--- src/rtl/net_arb_pkg.sv ---
// Shared types and helpers for the TX port arbiter and its skid buffer.
// rr_pick performs the wrap-around first-set search starting at the round-robin pointer.
package net_arb_pkg;

  typedef enum logic {ARB_IDLE, ARB_PKT} arb_state_t;

  localparam int unsigned ARB_CNT_W   = 32;
  localparam int unsigned ARB_MAX_REQ = 8;
  localparam int unsigned ARB_IDX_W   = 3;

  // First set bit of req at or above ptr, wrapping at n; only indices below n are considered.
  function automatic logic [ARB_IDX_W-1:0] rr_pick(input logic [ARB_MAX_REQ-1:0] req,
                                                   input logic [ARB_IDX_W-1:0]   ptr,
                                                   input int unsigned            n);
    logic [ARB_IDX_W-1:0] pick;
    logic                 found;
    int unsigned          idx;
    pick  = ptr;
    found = 1'b0;
    for (int unsigned i = 0; i < ARB_MAX_REQ; i++) begin
      idx = 32'(ptr) + i;
      if (idx >= n) idx = idx - n;
      if ((i < n) && !found && req[idx[ARB_IDX_W-1:0]]) begin
        pick  = ARB_IDX_W'(idx);
        found = 1'b1;
      end
    end
    return pick;
  endfunction

endpackage

--- src/rtl/net_tx_rr_arbiter_if.sv ---
// AXI-stream bundle of the TX arbiter: NUM_REQ packed source streams in, one stream out to the MAC.
// master = the sources/MAC side, slave = the arbiter.
interface net_tx_rr_arbiter_if #(
  parameter int unsigned NUM_REQ    = 4,
  parameter int unsigned DATA_WIDTH = 64
);
  localparam int unsigned KW = DATA_WIDTH / 8;

  logic [NUM_REQ-1:0]            s_tvalid;
  logic [NUM_REQ-1:0]            s_tready;
  logic [NUM_REQ*DATA_WIDTH-1:0] s_tdata;
  logic [NUM_REQ*KW-1:0]         s_tkeep;
  logic [NUM_REQ-1:0]            s_tlast;

  logic                          m_tvalid;
  logic                          m_tready;
  logic [DATA_WIDTH-1:0]         m_tdata;
  logic [KW-1:0]                 m_tkeep;
  logic                          m_tlast;

  modport master (
    output s_tvalid, s_tdata, s_tkeep, s_tlast, m_tready,
    input  s_tready, m_tvalid, m_tdata, m_tkeep, m_tlast
  );

  modport slave (
    input  s_tvalid, s_tdata, s_tkeep, s_tlast, m_tready,
    output s_tready, m_tvalid, m_tdata, m_tkeep, m_tlast
  );

endinterface

--- src/rtl/net_axis_skid_buffer.sv ---
// Two-entry AXI-stream skid buffer: registered outputs, one cycle latency, full rate under
// continuous m_ready. Shared by TX and RX paths.
module net_axis_skid_buffer #(
  parameter int unsigned DW = 64
) (
  input  logic          clk,
  input  logic          rst_n,
  input  logic          s_valid,
  output logic          s_ready,
  input  logic [DW-1:0] s_data,
  output logic          m_valid,
  input  logic          m_ready,
  output logic [DW-1:0] m_data
);

  logic          skid_valid;
  logic [DW-1:0] skid_data;
  logic          s_fire;
  logic          out_free;

  // Ready depends only on the second entry, so it never combinationally follows m_ready.
  assign s_ready  = ~skid_valid;
  assign s_fire   = s_valid & s_ready;
  assign out_free = ~m_valid | m_ready;

  always_ff @(posedge clk or negedge rst_n) begin
    if (!rst_n) begin
      m_valid    <= 1'b0;
      m_data     <= '0;
      skid_valid <= 1'b0;
      skid_data  <= '0;
    end else if (out_free) begin
      if (skid_valid) begin
        m_valid    <= 1'b1;
        m_data     <= skid_data;
        skid_valid <= 1'b0;
      end else begin
        m_valid <= s_fire;
        if (s_fire) m_data <= s_data;
      end
    end else if (s_fire) begin
      skid_valid <= 1'b1;
      skid_data  <= s_data;
    end
  end

endmodule

--- src/rtl/net_tx_rr_arbiter.sv ---
// Packet-granular round-robin arbiter sharing one 10G TX AXI-stream port among NUM_REQ sources.
// Define NET_TX_ARB_STATS_EN to build the per-requester forwarded-frame counters on pkt_cnt.
module net_tx_rr_arbiter
  import net_arb_pkg::*;
#(
  parameter int unsigned NUM_REQ    = 4,
  parameter int unsigned DATA_WIDTH = 64
) (
  input  logic                           clk156,
  input  logic                           aresetn,
  net_tx_rr_arbiter_if.slave             bus,
  output logic [$clog2(NUM_REQ)-1:0]     grant_id,
  output logic                           busy,
  output logic [NUM_REQ*ARB_CNT_W-1:0]   pkt_cnt
);

  localparam int unsigned GW = $clog2(NUM_REQ);
  localparam int unsigned KW = DATA_WIDTH / 8;
  localparam int unsigned PW = DATA_WIDTH + KW + 1;
  localparam logic [GW-1:0] LAST_IDX = GW'(NUM_REQ - 1);

  arb_state_t            state_q, state_d;
  logic [GW-1:0]         rr_ptr_q, rr_ptr_d;
  logic [GW-1:0]         grant_q, grant_d;
  logic                  sel_valid;
  logic                  sel_last;
  logic [DATA_WIDTH-1:0] sel_data;
  logic [KW-1:0]         sel_keep;
  logic                  skid_valid_in;
  logic                  skid_ready;
  logic                  accept;
  logic [PW-1:0]         skid_out;

  // Source mux driven by the held grant.
  always_comb begin
    sel_valid = bus.s_tvalid[grant_q];
    sel_last  = bus.s_tlast[grant_q];
    sel_data  = bus.s_tdata[32'(grant_q)*DATA_WIDTH +: DATA_WIDTH];
    sel_keep  = bus.s_tkeep[32'(grant_q)*KW +: KW];
  end

  assign skid_valid_in = (state_q == ARB_PKT) && sel_valid;
  assign accept        = skid_valid_in && skid_ready;

  always_ff @(posedge clk156 or negedge aresetn) begin
    if (!aresetn) begin
      state_q  <= ARB_IDLE;
      rr_ptr_q <= '0;
      grant_q  <= '0;
    end else begin
      state_q  <= state_d;
      rr_ptr_q <= rr_ptr_d;
      grant_q  <= grant_d;
    end
  end

  // Arbitrate only while idle; the grant holds until the granted source's tlast is accepted.
  always_comb begin
    state_d  = state_q;
    rr_ptr_d = rr_ptr_q;
    grant_d  = grant_q;
    unique case (state_q)
      ARB_IDLE: begin
        if (|bus.s_tvalid) begin
          grant_d = GW'(rr_pick(ARB_MAX_REQ'(bus.s_tvalid), ARB_IDX_W'(rr_ptr_q), NUM_REQ));
          state_d = ARB_PKT;
        end
      end
      ARB_PKT: begin
        if (accept && sel_last) begin
          rr_ptr_d = (grant_q == LAST_IDX) ? '0 : grant_q + GW'(1);
          state_d  = ARB_IDLE;
        end
      end
      default: state_d = ARB_IDLE;
    endcase
  end

  always_comb begin
    bus.s_tready = '0;
    if (state_q == ARB_PKT) bus.s_tready[grant_q] = skid_ready;
  end

  net_axis_skid_buffer #(
    .DW (PW)
  ) u_skid (
    .clk     (clk156),
    .rst_n   (aresetn),
    .s_valid (skid_valid_in),
    .s_ready (skid_ready),
    .s_data  ({sel_last, sel_keep, sel_data}),
    .m_valid (bus.m_tvalid),
    .m_ready (bus.m_tready),
    .m_data  (skid_out)
  );

  assign bus.m_tlast = skid_out[PW-1];
  assign bus.m_tkeep = skid_out[DATA_WIDTH +: KW];
  assign bus.m_tdata = skid_out[DATA_WIDTH-1:0];

  assign grant_id = grant_q;
  assign busy     = (state_q == ARB_PKT);

`ifdef NET_TX_ARB_STATS_EN
  logic [NUM_REQ*ARB_CNT_W-1:0] cnt_q;

  // Frame counters advance on each accepted tlast beat and wrap naturally.
  always_ff @(posedge clk156 or negedge aresetn) begin
    if (!aresetn) begin
      cnt_q <= '0;
    end else if (accept && sel_last) begin
      cnt_q[32'(grant_q)*ARB_CNT_W +: ARB_CNT_W] <=
        cnt_q[32'(grant_q)*ARB_CNT_W +: ARB_CNT_W] + ARB_CNT_W'(1);
    end
  end

  assign pkt_cnt = cnt_q;
`else
  assign pkt_cnt = '0;
`endif

endmodule

--- src/flat_wrapper.sv ---
// flat-port wrapper written by rule: the top's interface ports become plain ports
module net_tx_rr_arbiter_flat import net_arb_pkg::*;
#(
  parameter int unsigned NUM_REQ    = 4,
  parameter int unsigned DATA_WIDTH = 64
)
  (clk156, aresetn, grant_id, busy, pkt_cnt, bus_s_tvalid, bus_s_tdata, bus_s_tkeep, bus_s_tlast, bus_m_tready, bus_s_tready, bus_m_tvalid, bus_m_tdata, bus_m_tkeep, bus_m_tlast);
  net_tx_rr_arbiter_if #(.NUM_REQ(NUM_REQ), .DATA_WIDTH(DATA_WIDTH)) bus_i ();
  input  logic clk156;
  input  logic aresetn;
  output logic [$clog2(NUM_REQ)-1:0] grant_id;
  output logic busy;
  output logic [NUM_REQ*ARB_CNT_W-1:0] pkt_cnt;
  input wire logic [$bits(bus_i.s_tvalid)-1:0] bus_s_tvalid;
  input wire logic [$bits(bus_i.s_tdata)-1:0] bus_s_tdata;
  input wire logic [$bits(bus_i.s_tkeep)-1:0] bus_s_tkeep;
  input wire logic [$bits(bus_i.s_tlast)-1:0] bus_s_tlast;
  input wire logic [$bits(bus_i.m_tready)-1:0] bus_m_tready;
  output wire logic [$bits(bus_i.s_tready)-1:0] bus_s_tready;
  output wire logic [$bits(bus_i.m_tvalid)-1:0] bus_m_tvalid;
  output wire logic [$bits(bus_i.m_tdata)-1:0] bus_m_tdata;
  output wire logic [$bits(bus_i.m_tkeep)-1:0] bus_m_tkeep;
  output wire logic [$bits(bus_i.m_tlast)-1:0] bus_m_tlast;
  assign bus_i.s_tvalid = bus_s_tvalid;
  assign bus_i.s_tdata = bus_s_tdata;
  assign bus_i.s_tkeep = bus_s_tkeep;
  assign bus_i.s_tlast = bus_s_tlast;
  assign bus_i.m_tready = bus_m_tready;
  assign bus_s_tready = bus_i.s_tready;
  assign bus_m_tvalid = bus_i.m_tvalid;
  assign bus_m_tdata = bus_i.m_tdata;
  assign bus_m_tkeep = bus_i.m_tkeep;
  assign bus_m_tlast = bus_i.m_tlast;
  net_tx_rr_arbiter #(.NUM_REQ(NUM_REQ), .DATA_WIDTH(DATA_WIDTH)) u_core (.clk156(clk156), .aresetn(aresetn), .bus(bus_i), .grant_id(grant_id), .busy(busy), .pkt_cnt(pkt_cnt));
endmodule
--- config.mk ---
export PLATFORM = sky130hd
export DESIGN_NAME = net_tx_rr_arbiter_flat
export DESIGN_NICKNAME = d
export VERILOG_FILES = /design/src/rtl/net_arb_pkg.sv /design/src/rtl/net_tx_rr_arbiter_if.sv /design/src/rtl/net_axis_skid_buffer.sv /design/src/rtl/net_tx_rr_arbiter.sv /design/src/flat_wrapper.sv
export SDC_FILE = /design/constraint.sdc
export NUM_CORES = 1
export LEC_CHECK = 0
export CORE_AREA = 2 2 197 199
export DETAILED_ROUTE_END_ITERATION = 10
export DIE_AREA = 0 0 199 201
export PLACE_DENSITY_LB_ADDON = 0.12
export RECOVER_POWER = 50
export SETUP_SLACK_MARGIN = 0.4
export SLEW_MARGIN = 20
export SYNTH_ARGS = -nofsm -noshare
export SYNTH_HDL_FRONTEND = slang
export SYNTH_SLANG_ARGS = --single-unit
--- constraint.sdc ---
create_clock -name clk156 -period 2.7 [get_ports clk156]
set_input_delay 0.81 -clock clk156 [delete_from_list [all_inputs] [get_ports clk156]]
set_output_delay 0.81 -clock clk156 [all_outputs]
set_load 0.03 [all_outputs]
==> results of run 1 <==
-- sequential cells by signal, indices dropped and copies added, names as in the netlist --
register                  cells
u_core.u_skid.skid_valid      1
u_core.u_skid.m_valid         1
u_core.grant_id               2
u_core.u_skid.skid_data      73
u_core.u_skid.m_data         73
u_core.rr_ptr_q               2
u_core.busy                   1
-- how the worst min path moves through the flow --
| stage | to | depth (start not counted) | start | slack, ps |
|---|---|---|---|---|
| floorplan | u_core.u_skid.skid_data[0]$_DFFE_PN0P_ | 2 | u_core.u_skid.skid_data[0]$_DFFE_PN0P_ | 450 |
| global placement | u_core.u_skid.skid_data[57]$_DFFE_PN0P_ | 2 | u_core.u_skid.skid_data[57]$_DFFE_PN0P_ | 460 |
| detailed placement | u_core.u_skid.skid_data[50]$_DFFE_PN0P_ | 2 | u_core.u_skid.skid_data[50]$_DFFE_PN0P_ | 470 |
| CTS | u_core.u_skid.skid_data[55]$_DFFE_PN0P_ | 1 | aresetn | 340 |
| global route | u_core.u_skid.skid_data[54]$_DFFE_PN0P_ | 2 | u_core.u_skid.skid_data[54]$_DFFE_PN0P_ | 500 |
| finish | u_core.u_skid.m_data[65]$_DFFE_PN0P_ | 2 | u_core.u_skid.m_data[65]$_DFFE_PN0P_ | 480 |
-- metrics by stage --
step                      cells  area (sq um)  utilization [%]  hold WS (ps)
after global placement     1984         14270            37.44         461.3
after floorplan            1273         10660                -         450.5
after CTS                  2023         14860            38.98         339.1
after detailed placement   1984         14270            37.44         470.2
after global routing       2026         14720            38.62         499.1
final                      2027         14720            38.63         475.8
-- logic make-up after synthesis --
group           Yosys count
compound gates          376
other cells               1
fa+ha+maj                 4
buf+inv                 227
simple gates            235
mux                     150
flops                   153
-- power by group --
group,total [mW],internal (mW),leakage [nW],switching (mW)
registers,4.04,3.46,1.88,0.577
clock network,2.38,1.28,0.274,1.09
logic,9.55,3.77,4.03,5.78
-- metal layers --
| layer | part of all wire [%] | GRT usage, % | vias up | wire [microns] |
|---|---|---|---|---|
| met5 | 0 | 0 | - | 0 |
| met4 | 0.83 | 2.878 | 0 | 291 |
| met3 | 6.2 | 4.049 | 13 | 2152 |
| met2 | 51 | 30.73 | 308 | 17960 |
| met1 | 42 | 20.47 | 4313 | 14500 |
| li1 | - | - | 4513 | - |
-- area by class of cell --
type | instances | area share, %
clock inverters | 12 | 0.7225
diodes | 1 | 0.01700
flip-flops and latches | 153 | 26.10
inverters | 4 | 0.1190
multi-input cells | 893 | 37.11
well taps | 518 | 4.403
clock buffers | 20 | 3.171
repair buffers | 426 | 28.36
-- worst reg2reg max path, stage by stage (launching register included) --
cell	delay (ps)
dfrtp_4	460
buf_4	180
mux4_2	580
a21oi_4	200
or2_4	200
buf_12	200
o21ai_0	140
-- layout by cell type (no fill, tap or decap), drive strengths merged, types with 55 or more instances in the layout --
master / n
conb: 128
o22ai: 73
o31ai: 73
clkbuf: 55
clkdlybuf4s50: 297
o21ai: 220
dfrtp: 153
nand2: 146
mux2i: 74
mux2: 74
nor2b: 77
-- repair_timing --
item | 4_1_cts | 5_1_grt
cloned | 0 | 1
endpoints found under the setup margin | 52 | 69
gates resized for setup | 56 | 31
buffers inserted | 7 | 2
hold buffers | 0 | 0
==> results by group, run 1 <==
Status
  – Outcome: finished with violations
  – Failing checks: max-capacitance violations, max-slew violations

Yosys
  – Ys flop type: dfrtp_1
  – Cell variety after synth: 28
  – Xor and xnor area share after synthesis: 0%
  – Seq/Total Area, Yosys: 37.62%
  – Post-synth EDFFs: 0
  – Synth top cells by count: o21ai_0, dfrtp_1, nand2_1, buf_4, nor2b_1
  – Ys Warns: 0
  – Adder-cell area share of the yosys netlist: 0.4918%
  – Synth top area cells: dfrtp_1, o21ai_0, buf_4
  – Largest family of logic cells by synthesized area: compound AO/OA/AOI/OAI gates
  – Synth Area in Simple Gates: 10.76%
  – Multiplexer share of the synthesized area: 15.91%
  – Cells after Synth: 1146
  – Compound-Gate Fraction of Synth Area: 21.31%
  – Most frequent cell after synthesis: o21ai_0
  – Synth top area share: 37.62%
  – Cell taking the most area after synthesis: dfrtp_1
  – Synth async-reset ratio: 100.0%
  – Average size of a mapped cell: 8.880 sq um
  – Mapped Area: 0.01018 sq mm
  – Post-synthesis register bit count: 153

Place
  – IO Port Bufs: 379
  – HPWL reported at the end of detailed placement: 25.07 mm
  – Routability cong.: 0.7245
  – Pre-CTS WS: -30.75 ps

Worst hold path
  – Min-delay worst type: reg -> reg

Global route
  – Pin count of the biggest net entering global routing: 80
  – Initial antenna violation count: 0
  – Gr ovfl total: 0
  – Global-route wire length before repair: 52.56 mm
  – Vias in the first global route: 8974
  – GRT Util Overall: 16.97%

STA
  – Peak Freq: 427.4 MHz
  – Final setup fails: 0
  – Setup ws final: 360.5 ps
  – Slew Limit Fails: 51
  – Final Cycle Share: 86.65%
  – Hold Vio Cnt, Final: 0
  – RSZ-0062 raised after global routing: yes
  – Worst slew margin: -3.302%
  – Setup skew after layout: 16.20 ps
  – Worst slew pin tran: 1550 ps
  – Final TNS setup: 0 ps
  – Fin crit period: 2339 ps

Critical path
  – FF-to-FF End: u_core.u_skid.m_data[72]$_DFFE_PN0P_
  – Crit path required time: 2990 ps
  – Crit path to: u_core.u_skid.m_data[72]$_DFFE_PN0P_
  – Critical Path, Cell by Cell: dlygate4sd3_1 -> mux4_2 -> a21oi_4 -> or2_4 -> buf_12 -> o21ai_0
  – Crit path kind: in -> reg
  – Worst setup SP type: input pin
  – CP Depth: 6
  – Crit. End Element: register
  – Crit path buf inv count: 2
  – Crit path DAT: 2630 ps
  – Reg2reg start: u_core.grant_id[0]$_DFFE_PN0P_
  – Slowest cell delay on critical path: 550 ps
  – Crit-path max FO: 30
  – CP max stage cell: dlygate4sd3_1
  – CP delay by family, top: buffers and inverters
  – Critical path startpoint: bus_s_tvalid[0]
  – R2r setup slk: 620 ps
  – Reg2reg path depth: 6

Cells and area
  – Fillers: 3919
  – Layout cells sized above 1: 11.54%
  – Area of the multi-input gates: 0.005463 sq mm
  – Nets: 1798
  – Area growth syn-to-layout: 44.65%
  – Seq. cell area: 0.003841 sq mm

Floorplan
  – Die area: 0.04000 sq mm
  – # IOs: 508
  – Chip height: 201 microns
  – Initial Util: 26.70%
  – Core ar.: 0.03811 sq mm
  – Floorplan row count: 72
  – Die Span X: 199 microns

Clocking
  – Clock Latency Late Sink: 430 ps
  – CTS tree: yes
  – TritonCTS buffer count: 17
  – CTS max path bufs: 2
  – CTS HTree Levels: 4
  – Sink Count: 153
  – Root buffer cell: clkbuf_16
  – Clock Pin Slew Worst Setup and Hold Paths: 60 ps

Drt
  – Final WL: 34.90 mm
  – Antenna-violating nets left: 0
  – Drt first pass iters: 4
  – Vias: 9147
  – Vias per cell: 4.513
  – Post-DR wirelength/cell: 17.22 microns
  – # DRC: 0
  – Initial DRC count: 260

Pwr
  – Pwr Total: 15.96 mW
  – VDD IR max: 0.4965 mV
  – PD cells: 1084 mW/mm^2
  – Pleak: 6.180 nW

Flow run
  – Max_cap viols: 1
Note: power is estimated with default switching activity, not from simulation.
==> run 2: changes to the inputs <==
--- a/config.mk
+++ b/config.mk
@@ -8,10 +8,10 @@
 export CORE_AREA = 2 2 197 199
 export DETAILED_ROUTE_END_ITERATION = 10
 export DIE_AREA = 0 0 199 201
-export PLACE_DENSITY_LB_ADDON = 0.12
+export PLACE_DENSITY_LB_ADDON = 0.25
 export RECOVER_POWER = 50
 export SETUP_SLACK_MARGIN = 0.4
-export SLEW_MARGIN = 20
+export SKIP_LAST_GASP = 1
 export SYNTH_ARGS = -nofsm -noshare
 export SYNTH_HDL_FRONTEND = slang
 export SYNTH_SLANG_ARGS = --single-unit
==> run 2 against run 1 <==
  * The run now ends clean
  * Sequential power about the same
  * Clock skew shrank 3.8 ps
  * Via count increased by 0.35%
  * Register-to-register slack worse by 80 ps
  * Worst setup slack worse by 3.7 ps
  * Clock power hardly changed
  * Critical path depth did not move
  * First-iteration DRC count increased by 82%
  * Routed wire length fell by 2.6%
  * Sequential cell count unchanged
  * Critical path type unchanged
  * Largest cell class unchanged
  * Highest routed layer unchanged
==> results by group, run 2 (synthesis gave the netlist of run 1 again) <==
Floorplan
  – Initial Util: 26.70% (unchanged)
  – Die Span X: 199 microns (unchanged)
  – Core ar.: 0.03811 sq mm (unchanged)
  – # IOs: 508 (unchanged)
  – Chip height: 201 microns (unchanged)
  – Die area: 0.04000 sq mm (unchanged)
  – Floorplan row count: 72 (unchanged)

STA
  – WHS: 478.8 ps (was 475.8 ps)
  – Final TNS setup: 0 ps (unchanged)
  – Final Cycle Share: 86.79% (was 86.65%)
  – RSZ-0062 raised after global routing: yes (unchanged)
  – Worst slew pin tran: 1448 ps (was 1550 ps)
  – Hold Vio Cnt, Final: 0 (unchanged)
  – Fin crit period: 2343 ps (was 2339 ps)
  – Final setup fails: 0 (unchanged)
  – Setup skew after layout: 12.38 ps (was 16.20 ps)
  – Slew Limit Fails: 0 (was 51)
  – Peak Freq: 426.8 MHz (was 427.4 MHz)
  – Worst slew margin: 3.490% (was -3.302%)

Drt
  – Post-DR wirelength/cell: 16.84 microns (was 17.22 microns)
  – # DRC: 0 (unchanged)
  – Antenna-violating nets left: 0 (unchanged)
  – Vias: 9179 (was 9147)
  – Drt first pass iters: 4 (unchanged)
  – Initial DRC count: 474 (was 260)
  – Final WL: 34.00 mm (was 34.90 mm)
  – Vias per cell: 4.546 (was 4.513)

Pwr
  – VDD IR max: 0.4388 mV (was 0.4965 mV)
  – Pleak: 6.096 nW (was 6.180 nW)
  – PD cells: 1077 mW/mm^2 (was 1084 mW/mm^2)
  – Pwr Total: 15.72 mW (was 15.96 mW)

Clocking
  – CTS max path bufs: 2 (unchanged)
  – Root buffer cell: clkbuf_16 (unchanged)
  – Clock Latency Late Sink: 420 ps (was 430 ps)
  – CTS tree: yes (unchanged)
  – Sink Count: 153 (unchanged)
  – TritonCTS buffer count: 17 (unchanged)
  – Clock Pin Slew Worst Setup and Hold Paths: 60 ps (about the same)
  – CTS HTree Levels: 4 (unchanged)

Critical path
  – R2r setup slk: 540 ps (was 620 ps)
  – FF-to-FF End: u_core.u_skid.m_data[53]$_DFFE_PN0P_ (was u_core.u_skid.m_data[72]$_DFFE_PN0P_)
  – Reg2reg path depth: 7 (was 6)
  – Critical path startpoint: bus_s_tvalid[0] (unchanged)
  – Crit path DAT: 2620 ps (was 2630 ps)
  – Crit path required time: 2980 ps (was 2990 ps)
  – Crit. End Element: register (unchanged)
  – Worst setup SP type: input pin (unchanged)
  – Reg2reg start: u_core.grant_id[0]$_DFFE_PN0P_ (unchanged)
  – Crit path kind: in -> reg (unchanged)
  – Crit-path max FO: 54 (was 30)

Cells and area
  – Most common cell after layout, fill and taps aside: clkdlybuf4s50_1 (unchanged)
  – Fillers: 3992 (was 3919)
  – Ant diodes: 0 (was 1)
  – Post-Layout Cell Count: 2019 (was 2027)
  – Nets: 1792 (was 1798)
  – Layout cells sized above 1: 11.19% (was 11.54%)
  – Largest regs: u_core.u_skid.m_data (73), u_core.u_skid.skid_data (73) (unchanged)
  – Area growth syn-to-layout: 43.53% (was 44.65%)
  – Commonest cells after routing, fill and taps aside: clkdlybuf4s50_1, o21ai_0, dfrtp_1 (unchanged)

Global route
  – Initial antenna violation count: 0 (unchanged)
  – Pin count of the biggest net entering global routing: 148 (was 80)
  – Gr ovfl total: 0 (unchanged)
  – Vias in the first global route: 9008 (was 8974)
  – Global-route wire length before repair: 51.16 mm (was 52.56 mm)
  – GRT Util Overall: 16.42% (was 16.97%)

Place
  – Cells after DPL: 1978 (was 1984)
  – IO Port Bufs: 379 (unchanged)
  – Routability cong.: 0.7269 (was 0.7245)
  – HPWL reported at the end of detailed placement: 24.45 mm (was 25.07 mm)

Worst hold path
  – Worst hold path stage count: 2 (unchanged)
  – Min-delay worst type: reg -> reg (unchanged)
  – Hold EP: u_core.u_skid.skid_data[31]$_DFFE_PN0P_ (was u_core.u_skid.m_data[65]$_DFFE_PN0P_)
  – Worst hold start: u_core.u_skid.skid_data[31]$_DFFE_PN0P_ (was u_core.u_skid.m_data[65]$_DFFE_PN0P_)

Status
  – Outcome: completed (was finished with violations)

Flow run
  – Max_cap viols: 0 (was 1)
[run 2: cell types whose count changed in the layout (fill, tap and decap cells not counted), moves of 2 or more]
cell | before | now
dlygate4sd2_1 | 47 | 42
buf_12 | 20 | 16
clkbuf_1 | 31 | 34
clkbuf_8 | 3 | 0
clkinv_4 | 3 | 0
buf_4 | 23 | 21
buf_8 | 0 | 2
clkdlybuf4s50_1 | 297 | 299
clkinvlp_4 | 3 | 5
ha_1 | 4 | 2
ha_4 | 0 | 2
[run 2: per-stage QoR]
stage	cell area, sq um	setup slack [ps]	utilization (%)
final	14610	356.8	38.33
after global routing	14610	300.2	38.33
after CTS	14780	269.7	38.79
after detailed placement	14170	-12.14	37.17
after global placement	14170	28.92	37.17
after floorplan	10660	407.9	-
[run 2: report_power, final]
group / switching, mW / total (mW) / internal (mW)
logic: 5.72 / 9.31 / 3.59
clock network: 1.07 / 2.36 / 1.29
registers: 0.590 / 4.05 / 3.46
[run 2: routing by layer]
| metal | share of wire [%] | GRT usage, % | routed length [microns] | up-vias |
|---|---|---|---|---|
| li1 | - | - | - | 4491 |
| met5 | 0 | 0 | 0 | - |
| met1 | 40 | 19.45 | 13760 | 4366 |
| met2 | 52 | 30.22 | 17660 | 302 |
| met3 | 6.1 | 3.159 | 2058 | 20 |
| met4 | 1.6 | 3.918 | 529 | 0 |
[run 2: worst max path at each step]
stage | end | slack (ps) | depth (start not counted)
after floorplan | bus_s_tready[0] | 410 | 5
after global placement | u_core.u_skid.m_data[34]$_DFFE_PN0P_ | 30 | 7
after detailed placement | u_core.u_skid.m_data[34]$_DFFE_PN0P_ | -10 | 7
after CTS | bus_s_tready[3] | 270 | 4
after global routing | u_core.u_skid.skid_data[62]$_DFFE_PN0P_ | 300 | 7
final | u_core.u_skid.skid_data[59]$_DFFE_PN0P_ | 360 | 6
[run 2: final cells by class]
type	count	area, sq um	area share [%]
Clock inverter	14	138.9	0.9509
Inverter	4	15.01	0.1028
Timing Repair Buffer	420	4050	27.73
Clock buffer	17	425.4	2.913
Sequential cell	153	3840	26.29
Multi-Input combinational cell	893	5488	37.57
Tap cell	518	648.1	4.438
[run 2: worst max-delay path, cell delays in order]
cell	delay, ps
dlygate4sd3_1	550
mux4_2	540
clkbuf_1	170
nand3_4	150
buf_12	240
o21ai_0	130
[run 2: what timing repair did]
| action | in CTS | in global routing |
|---|---|---|
| gates resized for setup | 51 | 42 |
| hold buffers | 0 | 0 |
| endpoints found under the setup margin | 47 | 105 |
| cloned | 0 | 0 |
| setup buffers | 9 | 1 |
| pin swaps | 0 | 1 |
==> run 3: changes to the inputs <==
--- a/config.mk
+++ b/config.mk
@@ -6,6 +6,8 @@
 export NUM_CORES = 1
 export LEC_CHECK = 0
 export CORE_AREA = 2 2 197 199
+export CTS_CLUSTER_DIAMETER = 120
+export CTS_CLUSTER_SIZE = 16
 export DETAILED_ROUTE_END_ITERATION = 10
 export DIE_AREA = 0 0 199 201
 export PLACE_DENSITY_LB_ADDON = 0.25
==> results of run 3 <==
The final DEF is identical to that of run 2; final timing and power are the same.
